## config.mk

```make
export PLATFORM = sky130hd
export DESIGN_NAME = sar_search_ctrl
export DESIGN_NICKNAME = d
export VERILOG_FILES = /design/src/rtl/sar_search_ctrl.sv
export SDC_FILE = /design/constraint.sdc
export NUM_CORES = 1
export LEC_CHECK = 0
export BUFFER_PORTS_ARGS = -buffer_cell sky130_fd_sc_hd__buf_2
export CAP_MARGIN = 30
export CORE_MARGIN = 2
export CORE_UTILIZATION = 30
export CTS_BUF_LIST = sky130_fd_sc_hd__clkbuf_4 sky130_fd_sc_hd__clkbuf_8 sky130_fd_sc_hd__clkbuf_16
export CTS_CLUSTER_SIZE = 28
export DETAILED_ROUTE_END_ITERATION = 12
export GPL_ROUTABILITY_DRIVEN = 1
export PLACE_DENSITY_LB_ADDON = 0.05
export SYNTH_ARGS = -nofsm -noshare
export SYNTH_HDL_FRONTEND = slang
export SYNTH_SLANG_ARGS = --single-unit
```

## constraint.sdc

```tcl
create_clock -name clk -period 2.4 [get_ports clk]
set_input_delay 0.12 -clock clk [delete_from_list [all_inputs] [get_ports clk]]
set_output_delay 0.12 -clock clk [all_outputs]
set_load 0.01 [all_outputs]
```

## src/rtl/sar_search_ctrl.sv

```systemverilog
// Successive-approximation search controller: drives trial values onto a comparator, resolves the target MSB first.
// Latency: done in cycle T+1+n for n comparisons; stalls on cmp_valid=0 for any number of cycles without losing state.
module sar_search_ctrl #(
   parameter int WIDTH = 8
) (
   input  logic             clk,
   input  logic             rst_n,
   input  logic             start,
   output logic [WIDTH-1:0] guess,
   output logic             cmp_req,
   input  logic             cmp_valid,
   input  logic             a_greater_b,
   input  logic             a_equal_b,
   input  logic             a_lesser_b,
   output logic             busy,
   output logic             done,
   output logic [WIDTH-1:0] result,
   output logic             err
);

   localparam int KW = (WIDTH > 1) ? $clog2(WIDTH) : 1;

   typedef enum logic [1:0] {IDLE, SEARCH, FINISH} state_t;

   state_t           state_q, state_d;
   logic [WIDTH-1:0] acc_q, acc_d;
   logic [WIDTH-1:0] result_q, result_d;
   logic [KW-1:0]    k_q, k_d;
   logic             err_q, err_d;
   logic [WIDTH-1:0] bit_mask, trial, acc_upd;
   logic             consume, flags_onehot;

   assign bit_mask     = WIDTH'(1) << k_q;
   assign trial        = acc_q | bit_mask;
   assign acc_upd      = a_greater_b ? trial : acc_q;
   assign flags_onehot = $onehot({a_greater_b, a_equal_b, a_lesser_b});

   assign cmp_req = (state_q == SEARCH);
   assign guess   = cmp_req ? trial : '0;
   assign busy    = (state_q != IDLE);
   assign done    = (state_q == FINISH);
   assign result  = result_q;
   assign err     = err_q;
   assign consume = cmp_req & cmp_valid;

   always_comb begin
      state_d  = state_q;
      acc_d    = acc_q;
      k_d      = k_q;
      result_d = result_q;
      err_d    = err_q;
      case (state_q)
         IDLE: begin
            if (start) begin
               state_d  = SEARCH;
               acc_d    = '0;
               k_d      = KW'(WIDTH - 1);
               result_d = '0;
               err_d    = 1'b0;
            end
         end
         SEARCH: begin
            if (consume) begin
               // Malformed flags end the search with whatever bits were already resolved.
               if (!flags_onehot) begin
                  state_d  = FINISH;
                  err_d    = 1'b1;
                  result_d = acc_q;
               end else if (a_equal_b) begin
                  state_d  = FINISH;
                  result_d = trial;
               end else if (k_q == '0) begin
                  state_d  = FINISH;
                  acc_d    = acc_upd;
                  result_d = acc_upd;
               end else begin
                  acc_d = acc_upd;
                  k_d   = k_q - KW'(1);
               end
            end
         end
         FINISH:  state_d = IDLE;
         default: state_d = IDLE;
      endcase
   end

   always_ff @(posedge clk or negedge rst_n) begin
      if (!rst_n) begin
         state_q  <= IDLE;
         acc_q    <= '0;
         k_q      <= KW'(WIDTH - 1);
         result_q <= '0;
         err_q    <= 1'b0;
      end else begin
         state_q  <= state_d;
         acc_q    <= acc_d;
         k_q      <= k_d;
         result_q <= result_d;
         err_q    <= err_d;
      end
   end

endmodule

```

==> results.md, run 1 <==
* Status: completed
* DRT Wirelength at 3.227 mm
* Clk_lat worst skew at 0.27 ns
* Worst Setup SP: k_q[0]
* Fin crit share at 77.64%
* Worst r2r src: k_q[0]
* Via-to-Cell Ratio at 5.209
* Area of the multi-input gates at 641.9 um^2
* Switching Fraction at 38.11%
* Hpwl dp at 2.468 mm
* CP endpoint: guess[0]
* Clock period minus worst slack at 1.863 ns
* Most common cell after layout, fill and taps aside: buf_2
* CP startpoint kind: register
* Achievable frequency at 536.7 MHz
* Reg area at 554.3 um^2
* Final Net Count at 170
* Clock Path Buffers at 2
* Max-cap violations at 0
* Drt first-iter violations at 58
* Worst path max stage delay at 0.58 ns
* Combinational power share at 41.8%
* Setup bufs post-CTS at 0
* Path depth of the worst reg2reg path at 6
* Setup CP Type: reg2out
* Max FO, Critical Path at 5
* Syn Std Cell Area at 1286 um^2
* Cell repeated most along the worst path: inv_1
* Syn Area/Cell at 10.05 um^2
* Root Driver: clkbuf_8
* Sequential Power Share at 37.3%
* Core Rows at 23
* Via count at 1073
* Layout area overhead at 20.43%
* CP max stage cell: dfstp_2
* Worst-Margin Slew at 0.5337 ns
* Hold_ws at 0.1462 ns
* Non-Filler Instances at 206
* Antenna diode count at 0
* Netlist cell types at 37
* Worst EP arrival at 1.74 ns
* DRC at 0
* Worst Clk Skew at 0.006478 ns
* Total design power at 0.001726 W
* CTS sink count at 22
* P_sw at 0.0006579 W
* Final cell utilization of the core at 38.17%
* Syn_nets at 141
* Crit. End Element: primary output
* Die area at 4827 um^2
* Clock power share at 20.8%
* Vias in the first global route at 1089
* Peak supply drop at 0.0003282 V
* Placed cells at 201
* Final setup TNS at 0 ns
* Core area at 4058 um^2
* Initial Util at 31.70%
* Rel. slew slack at 64.42%
* CTS tree: yes
* # setup viols final at 0
* Synth Instances at 128
* Reg2Reg Setup Slack at 0.64 ns
* Most frequent cells in the layout: buf_2 (26), dfrtp_1 (19), inv_1 (15)
* RSZ-0062 raised after global routing: false
* Initial antenna violation count at 0
* Power per cell area at 1114 nW/um^2
* All-Layer GR Usage at 13.43%
* Reg2Reg Capture Point: result[5]
* CTS clk-pin slew, worst paths at 0.08 ns
* Avg WL per Cell at 15.67 um
* Max Slew Vio Count at 0
* Antenna-violating nets left at 0
* Grt ovf at 0
* Num CTS Buffers at 3
* Drt pass-1 iters at 4
* Gpl congestion at 0.7270
* IO buf count at 26
* Req. time, crit path at 2.28 ns
* Critical-path cell list: inv_1, ha_1, nor2b_1, o21ai_1, inv_1, buf_2
* Fillers at 410
* Share of cells above drive strength 1 at 26.92%
* Seq/Total Area, Yosys at 43.09%
* First-pass GRT wire length at 5.195 mm
* Ports at 27
* Synth Warn # at 0
* Internal Power at 0.001068 W
* Die Wd at 69.48 um
* CTS H-Tree Depth at 1
* Yosys reg bits at 22
* Largest net degree at the start of global routing at 23
* Fin. Hold Viols at 0
* Leakage power total at 0.7513 nW
* Worst hold path type: in2reg
* Die Ht at 69.48 um
==> worst min-delay path by stage <==
| stage | depth (start not counted) | slack, ns | startpoint | endpoint |
|---|---|---|---|---|
| 3_5_place_dp | 1 | 0.14 | rst_n | result[1] |
| 4_1_cts | 3 | 0.14 | start | state_q[0] |
| 2_1_floorplan | 0 | -0.18 | rst_n | acc_q[0] |
| 6_report | 3 | 0.15 | start | state_q[0] |
| 5_1_grt | 3 | 0.18 | start | state_q[0] |
| 3_3_place_gp | 1 | 0.12 | rst_n | result[3] |
==> cells by family (layout without fill, tap and decap cells) <==
| family | Yosys count | count (layout) | share of synthesized area, % |
|---|---|---|---|
| AO/OA/AOI/OAI | 45 | 45 | 28.02 |
| AND/OR/NAND/NOR | 32 | 32 | 14.69 |
| flip-flops | 22 | 22 | 43.09 |
| buffers and inverters | 22 | 50 | 7.003 |
| adder cells (fa/ha/maj) | 6 | 6 | 6.420 |
| multiplexers | 1 | 1 | 0.7782 |
==> state kept, by name (all words and copies together) (netlist names) <==
register and count:
state_q 2, k_q 3, acc_q 8, result 8, err 1
==> cell usage after synthesis <==
cell,n,share of area (%)
a41o_1,1,0.78
and3b_1,1,0.68
dfrtp_1,19,37
o31ai_2,1,0.97
fa_1,1,1.6
ha_1,5,4.9
o32ai_4,1,2.1
buf_4,1,0.58
nor3b_2,1,0.97
nand2_1,1,0.29
a21oi_1,6,2.3
o22a_1,4,2.7
nor3_1,1,0.39
nand4_1,1,0.49
buf_2,3,1.2
inv_1,15,4.4
inv_2,2,0.58
a31o_2,1,0.68
o21ai_1,4,1.6
nor3b_1,1,0.58
a2bb2oi_1,5,3.4
nand4bb_1,1,0.88
nor2_1,9,2.6
mux2i_1,1,0.78
clkbuf_1,1,0.29
o21a_1,2,1.2
nand2b_1,6,2.9
a41oi_1,4,2.7
or2_1,2,0.97
a311oi_4,1,2.0
and2_1,2,0.97
dfstp_2,3,6.1
o2111ai_1,1,0.68
nor2b_1,5,2.4
a31oi_1,6,2.9
o22ai_1,8,3.9
and3_1,1,0.49
==> through the flow <==
stage / worst slack [ns] / cell area [um^2]
after floorplan: 0.6761 / 1286
after global placement: 0.5864 / 1468
after detailed placement: 0.5704 / 1468
after CTS: 0.5219 / 1549
after global routing: 0.4507 / 1549
final: 0.5367 / 1549
==> worst max-delay path: cells and delay by family (launching register included) <==
kind                       cells  cell delay [ns]
and+or+nand+nor                1             0.19
adders and majority gates      1             0.25
AOI/OAI and AO/OA              1             0.18
DFF                            1             0.58
buffers and inverters          3             0.28
==> routing by layer <==
| layer | track usage [%] | wire (um) | up-vias |
|---|---|---|---|
| met5 | 0 | 0 | - |
| met3 | 3.052 | 133 | 2 |
| met1 | 18.48 | 1602 | 524 |
| li1 | - | - | 523 |
| met4 | 3.922 | 17 | 0 |
| met2 | 21.05 | 1473 | 24 |
==> final cells by class <==
class / instances / area share, %
clock buffer: 3 / 2.666
clock inverter: 1 / 1.939
inverter: 17 / 4.120
multi-input combinational: 84 / 41.44
sequential: 22 / 35.78
tap: 50 / 4.039
timing repair buffer: 29 / 10.02
==> power by group through the flow <==
stage               clock [W]  combinational (W)  sequential (W)
floorplan                   0           0.000479        0.000635
global placement            0           0.000725        0.000649
detailed placement          0           0.000730        0.000652
CTS                  0.000364           0.000733        0.000645
global route         0.000376           0.000804        0.000668
finish               0.000359           0.000722        0.000644
==> what timing repair did <==
item / in CTS / in global routing
hold buffers: 1 / 0
gates resized for setup: 0 / 0
hold endpoints to repair: 19 / 0
Note: power is estimated with default switching activity, not from simulation.
==> run 2, diff against run 1 <==
==> constraint.sdc (replaced) <==
create_clock -name clk -period 1.7 [get_ports clk]
set_input_delay 0.085 -clock clk [delete_from_list [all_inputs] [get_ports clk]]
set_output_delay 0.085 -clock clk [all_outputs]
set_load 0.01 [all_outputs]
==> results.md, run 2 (synthesis gave the netlist of run 1 again) <==
* Worst-Margin Slew at 0.5048 ns (-0.02889 ns)
* CTS sink count at 22 (unchanged)
* Vias in the first global route at 1165 (+7.0%)
* Req. time, crit path at 1.62 ns (-0.66 ns)
* Met3 Resource Use GR at 2.616% (-0.44 points)
* Grt met1 use at 19.33% (+0.85 points)
* CTS clk-pin slew, worst paths at 0.08 ns (about the same)
* Initial Util at 31.70% (unchanged)
* Clock Path Buffers at 2 (unchanged)
* CTS tree: yes
* Die area at 4827 um^2 (unchanged)
* First-pass GRT wire length at 5.775 mm (+11%)
* Drt first-iter violations at 35 (-40%)
* Worst hold path type: in2reg
* RSZ-0062 raised after global routing: true
* Achievable frequency at 605.0 MHz
* Clock power share at 18.9% (-1.9 points)
* Rel. slew slack at 66.34% (+1.9 points)
* Die Ht at 69.48 um (unchanged)
* Via-to-Cell Ratio at 5.044 (-3.2%)
* Drt pass-1 iters at 4 (unchanged)
* Gpl congestion at 0.7489 (+3.0%)
* Worst EP arrival at 1.57 ns (-0.17 ns)
* Largest net degree at the start of global routing at 23 (unchanged)
* Avg WL per Cell at 15.07 um (-3.8%)
* Via count at 1140 (+6.2%)
* Status: completed
* Max Slew Vio Count at 0 (unchanged)
* P_sw at 0.0009836 W (+50%)
* DRC at 0 (unchanged)
* Clk_lat worst skew at 0.27 ns (about the same)
* Hpwl dp at 2.510 mm (+1.7%)
* Hold_ws at 0.1111 ns (-0.03514 ns)
* Layout area overhead at 42.12%
* Power per cell area at 1438 nW/um^2 (+29%)
* Clock period minus worst slack at 1.653 ns
* Share of cells above drive strength 1 at 43.75% (+17 points)
* All-Layer GR Usage at 14.98% (+1.6 points)
* Final Net Count at 190 (+12%)
* CP startpoint kind: register
* # setup viols final at 0 (unchanged)
* Most common cell after layout, fill and taps aside: buf_2
* Core Rows at 23 (unchanged)
* Core area at 4058 um^2 (unchanged)
* Internal Power at 0.001646 W (+54%)
* DRT Wirelength at 3.406 mm (+5.5%)
* Sequential Power Share at 35.0% (-2.3 points)
* Placed cells at 213 (+6.0%)
* Switching Fraction at 37.41% (-0.71 points)
* Fin. Hold Viols at 0 (unchanged)
* Fillers at 388 (-5.4%)
* Ports at 27 (unchanged)
* Die Wd at 69.48 um (unchanged)
* Root Driver: clkbuf_8
* Fin crit share at 97.23%
* Combinational power share at 46.2% (+4.4 points)
* Antenna-violating nets left at 0 (unchanged)
* Max FO, Critical Path at 3 (-2)
* Worst Clk Skew at 0.0008382 ns (-0.005639 ns)
* Non-Filler Instances at 226 (+9.7%)
* Initial antenna violation count at 0 (unchanged)
* IO buf count at 26 (unchanged)
* Num CTS Buffers at 3 (unchanged)
* Crit. End Element: primary output
* Grt ovf at 0 (unchanged)
* CTS H-Tree Depth at 1 (unchanged)
* Peak supply drop at 0.0004719 V (+44%)
* Max-cap violations at 0 (unchanged)
* Setup CP Type: reg2out
* Most frequent cells in the layout: buf_2 (26), dfrtp_1 (18), buf_4 (17)
* Leakage power total at 0.8553 nW (+14%)
* Met2 Use GR at 25.53% (+4.5 points)
* GR peak layer: met2
* Antenna diode count at 0 (unchanged)
-- run 2: cell count changes in the layout (fill, tap and decap cells not counted), moves of 3 or more --
cell / change
nor2b_4: +4
inv_2: +3
nor2b_1: -4
ha_1: -4
o21ai_1: -3
o21ai_2: +3
inv_1: -3
ha_4: +4
buf_6: +4
buf_4: +15
-- run 2: critical path, stage by stage (launching register included) --
cell and delay, ns:
dfstp_2 0.54, inv_2 0.05, buf_6 0.12, ha_4 0.16, nor2b_4 0.12, o21ai_2 0.13
inv_1 0.05, buf_2 0.13
-- run 2: path summary, 6_finish.rpt --
path / from / endpoint / slack [ns] / depth (start not counted)
max: k_q[1] / guess[1] / 0.05 / 7
min: start / state_q[0] / 0.11 / 3
max reg2reg: k_q[1] / acc_q[2] / 0.10 / 8
min reg2reg: result[3] / result[3] / 0.54 / 2
max in group asynchronous: rst_n / state_q[1] / 1.02 / 2
min in group asynchronous: rst_n / err / 0.31 / 2
-- run 2: cell type report --
type	instances	area, um^2	area share (%)
flip-flops and latches	22	555.5	30.39
clock inverters	1	30.03	1.643
well taps	50	62.56	3.422
inverters	17	63.81	3.491
repair buffers	49	332.8	18.21
clock buffers	3	41.29	2.259
multi-input cells	84	742.0	40.59
-- run 2: timing repair --
item                                   4_1_cts  5_1_grt
hold buffers                                 1        0
setup endpoints to repair                    4        6
gates cloned                                 0        0
setup buffers                                8        0
endpoints found under the hold margin       19        0
gates resized for setup                     22        5
pin swaps                                    5        5
-- run 2: routing by layer --
metal	wire length (um)	share of wire, %
met1	1674	49
met2	1588	47
met3	105	3.1
met4	37	1.1
met5	0	0
-- run 2: metrics by stage --
step | util, % | TNS, ns | total power (W) | setup slack, ns | instance area [um^2]
after floorplan | - | 0 | 0.001579 | 0.09736 | 1295
after CTS | 44.56 | 0 | 0.002628 | 0.01011 | 1808
final | 45.05 | 0 | 0.002629 | 0.04709 | 1828
after global routing | 45.05 | -0.08931 | 0.002832 | -0.04129 | 1828
after global placement | 38.91 | 0 | 0.001987 | 0.01196 | 1579
after detailed placement | 38.91 | -0.0009979 | 0.001992 | -0.0009979 | 1579
-- run 2: power groups by stage --
stage                     combinational, W  sequential (W)  clock, W
after detailed placement           0.00108        0.000915         0
after global placement             0.00107        0.000913         0
after floorplan                   0.000683        0.000897         0
after CTS                          0.00120        0.000913  0.000512
after global routing               0.00134        0.000948  0.000540
final                              0.00121        0.000919  0.000496
==> run 3, diff against run 2 <==
==> constraint.sdc (replaced) <==
create_clock -name clk -period 1.7 [get_ports clk]
set_input_delay 0.085 -clock clk [delete_from_list [all_inputs] [get_ports clk]]
set_output_delay 0.085 -clock clk [all_outputs]
set_load 0.02 [all_outputs]
==> results.md, run 3 (synthesis gave the netlist of run 1 again) <==
* CP startpoint kind: register
* Initial Util at 31.70% (unchanged)
* Power per cell area at 1531 nW/um^2 (+6.5%)
* Root Driver: clkbuf_8
* Clk_lat worst skew at 0.27 ns (about the same)
* Fin. Hold Viols at 0 (unchanged)
* Peak supply drop at 0.0005050 V (+7.0%)
* Met1 WL at 1.627 mm (-2.8%)
* Achievable frequency at 599.8 MHz (-0.86%)
* Most common cell after layout, fill and taps aside: buf_2
* Layout area overhead at 42.51%
* # setup viols final at 0 (unchanged)
* Setup CP Type: reg2out
* Final Net Count at 188 (-1.1%)
* Die Ht at 69.48 um (unchanged)
* Status: completed
* Worst path max stage delay at 0.54 ns (about the same)
* Most frequent cells in the layout: buf_2 (22), dfrtp_1 (18), buf_4 (17)
* Max layer used: met4
* CTS tree: yes
* Share of cells above drive strength 1 at 43.68% (-0.072 points)
* Core area at 4058 um^2 (unchanged)
* Max FO, Critical Path at 3 (unchanged)
* CTS clk-pin slew, worst paths at 0.08 ns (about the same)
* First-pass GRT wire length at 5.768 mm (-0.12%)
* Num CTS Buffers at 3 (unchanged)
* Initial antenna violation count at 0 (unchanged)
* CP max stage cell: dfstp_2
* Cell repeated most along the worst path: buf_6
* Drt first-iter violations at 29 (-17%)
* Die Wd at 69.48 um (unchanged)
* DR WL met2 at 1.594 mm (+0.38%)
* Grt ovf at 0 (unchanged)
* Antenna diode count at 0 (unchanged)
* Ports at 27 (unchanged)
* Max Slew Vio Count at 0 (unchanged)
* Via count at 1136 (-0.35%)
* Worst Clk Skew at 0.0009984 ns (+0.0001602 ns)
* Non-Filler Instances at 224 (-0.88%)
* DRC at 0 (unchanged)
* CTS H-Tree Depth at 1 (unchanged)
* Total design power at 0.002807 W (+6.8%)
* Final setup margin at 0.03277 ns (-0.01432 ns)
* Fillers at 385 (-0.77%)
* Clock Path Buffers at 2 (unchanged)
* Antenna-violating nets left at 0 (unchanged)
* Worst EP arrival at 1.58 ns (about the same)
* Rel. slew slack at 66.19% (-0.15 points)
* Max-cap violations at 0 (unchanged)
* Final cell utilization of the core at 45.17% (+0.12 points)
* Fin crit share at 98.07% (+0.84 points)
* Largest net degree at the start of global routing at 23 (unchanged)
* Pre-CTS setup slack at -0.0009979 ns (unchanged)
* Metal3 WL at 162 um (+54%)
* Avg WL per Cell at 15.27 um (+1.3%)
* Crit. End Element: primary output
* Leakage power total at 0.8478 nW (-0.88%)
* Drt pass-1 iters at 4 (unchanged)
* DRT Wirelength at 3.421 mm (+0.44%)
* Worst-Margin Slew at 0.5071 ns (+0.002246 ns)
* Die area at 4827 um^2 (unchanged)
* All-Layer GR Usage at 14.92% (-0.061 points)
* Gpl congestion at 0.7489 (unchanged)
* Vias in the first global route at 1162 (-0.26%)
* Hpwl dp at 2.510 mm (unchanged)
* RSZ-0062 raised after global routing: true
* Core Rows at 23 (unchanged)
* CTS sink count at 22 (unchanged)
* Clock period minus worst slack at 1.667 ns (+0.01432 ns)
* IO buf count at 26 (unchanged)
* Req. time, crit path at 1.62 ns (about the same)
* Worst hold path type: in2reg
* Via-to-Cell Ratio at 5.071 (+0.54%)
* Placed cells at 213 (unchanged)
* Critical-path cell list: inv_2, buf_6, ha_4, nor2b_4, o21ai_2, inv_1, buf_6
-- run 3: changes by cell type in the layout (fill, tap and decap cells not counted) --
cell      before  now
buf_2         26   22
buf_6          4    6
nand2b_1       6    5
nand2b_2       0    1
-- run 3: what timing repair did --
item,in CTS,in global routing
pin swaps,5,5
setup endpoints to repair,4,6
gates resized for setup,30,4
hold endpoints to repair,19,0
buffers inserted,7,0
hold buffers,1,0
-- run 3: layout make-up --
type	instances	area (um^2)	area share (%)
clock buffer	3	41.29	2.253
clock inverter	1	30.03	1.638
inverter	17	63.81	3.481
multi-input combinational	84	744.5	40.61
sequential	22	555.5	30.31
tap	50	62.56	3.413
timing repair buffer	47	335.3	18.29
-- run 3: metrics by stage --
stage	TNS, ns	area (um^2)	hold WS [ns]
after CTS	0	1824	0.1060
after global placement	0	1579	0.09084
after global routing	-0.09773	1833	0.1231
after detailed placement	-0.0009979	1579	0.09755
after floorplan	0	1295	-0.2106
final	0	1833	0.1118
-- run 3: worst max-delay path: cells and delay by family (launching register included) --
kind / cells / cell delay (ns)
AO/OA/AOI/OAI: 1 / 0.13
adder cells (fa/ha/maj): 1 / 0.16
buffers and inverters: 4 / 0.36
flip-flops: 1 / 0.54
AND/OR/NAND/NOR: 1 / 0.13
-- run 3: path summary, 6_finish.rpt --
check / startpoint / depth (start not counted) / endpoint / slack, ns
setup / recovery: k_q[0] / 7 / guess[2] / 0.03
hold / removal: start / 3 / state_q[0] / 0.11
setup reg to reg: k_q[1] / 8 / acc_q[2] / 0.09
hold reg to reg: result[3] / 2 / result[3] / 0.54
max in group asynchronous: rst_n / 2 / k_q[2] / 1.02
min in group asynchronous: rst_n / 2 / err / 0.31
-- run 3: routing by layer --
layer,vias to the layer above,GRT usage (%)
li1,555,-
met1,548,19.42
met2,28,25.21
met3,5,2.616
met4,0,4.575
met5,-,0
-- run 3: power breakdown --
part / total [W] / leakage [nW] / internal [W] / switching [W]
clock network: 0.000497 / 0.0357 / 0.000315 / 0.000182
logic: 0.00139 / 0.537 / 0.000627 / 0.000764
registers: 0.000920 / 0.275 / 0.000732 / 0.000188
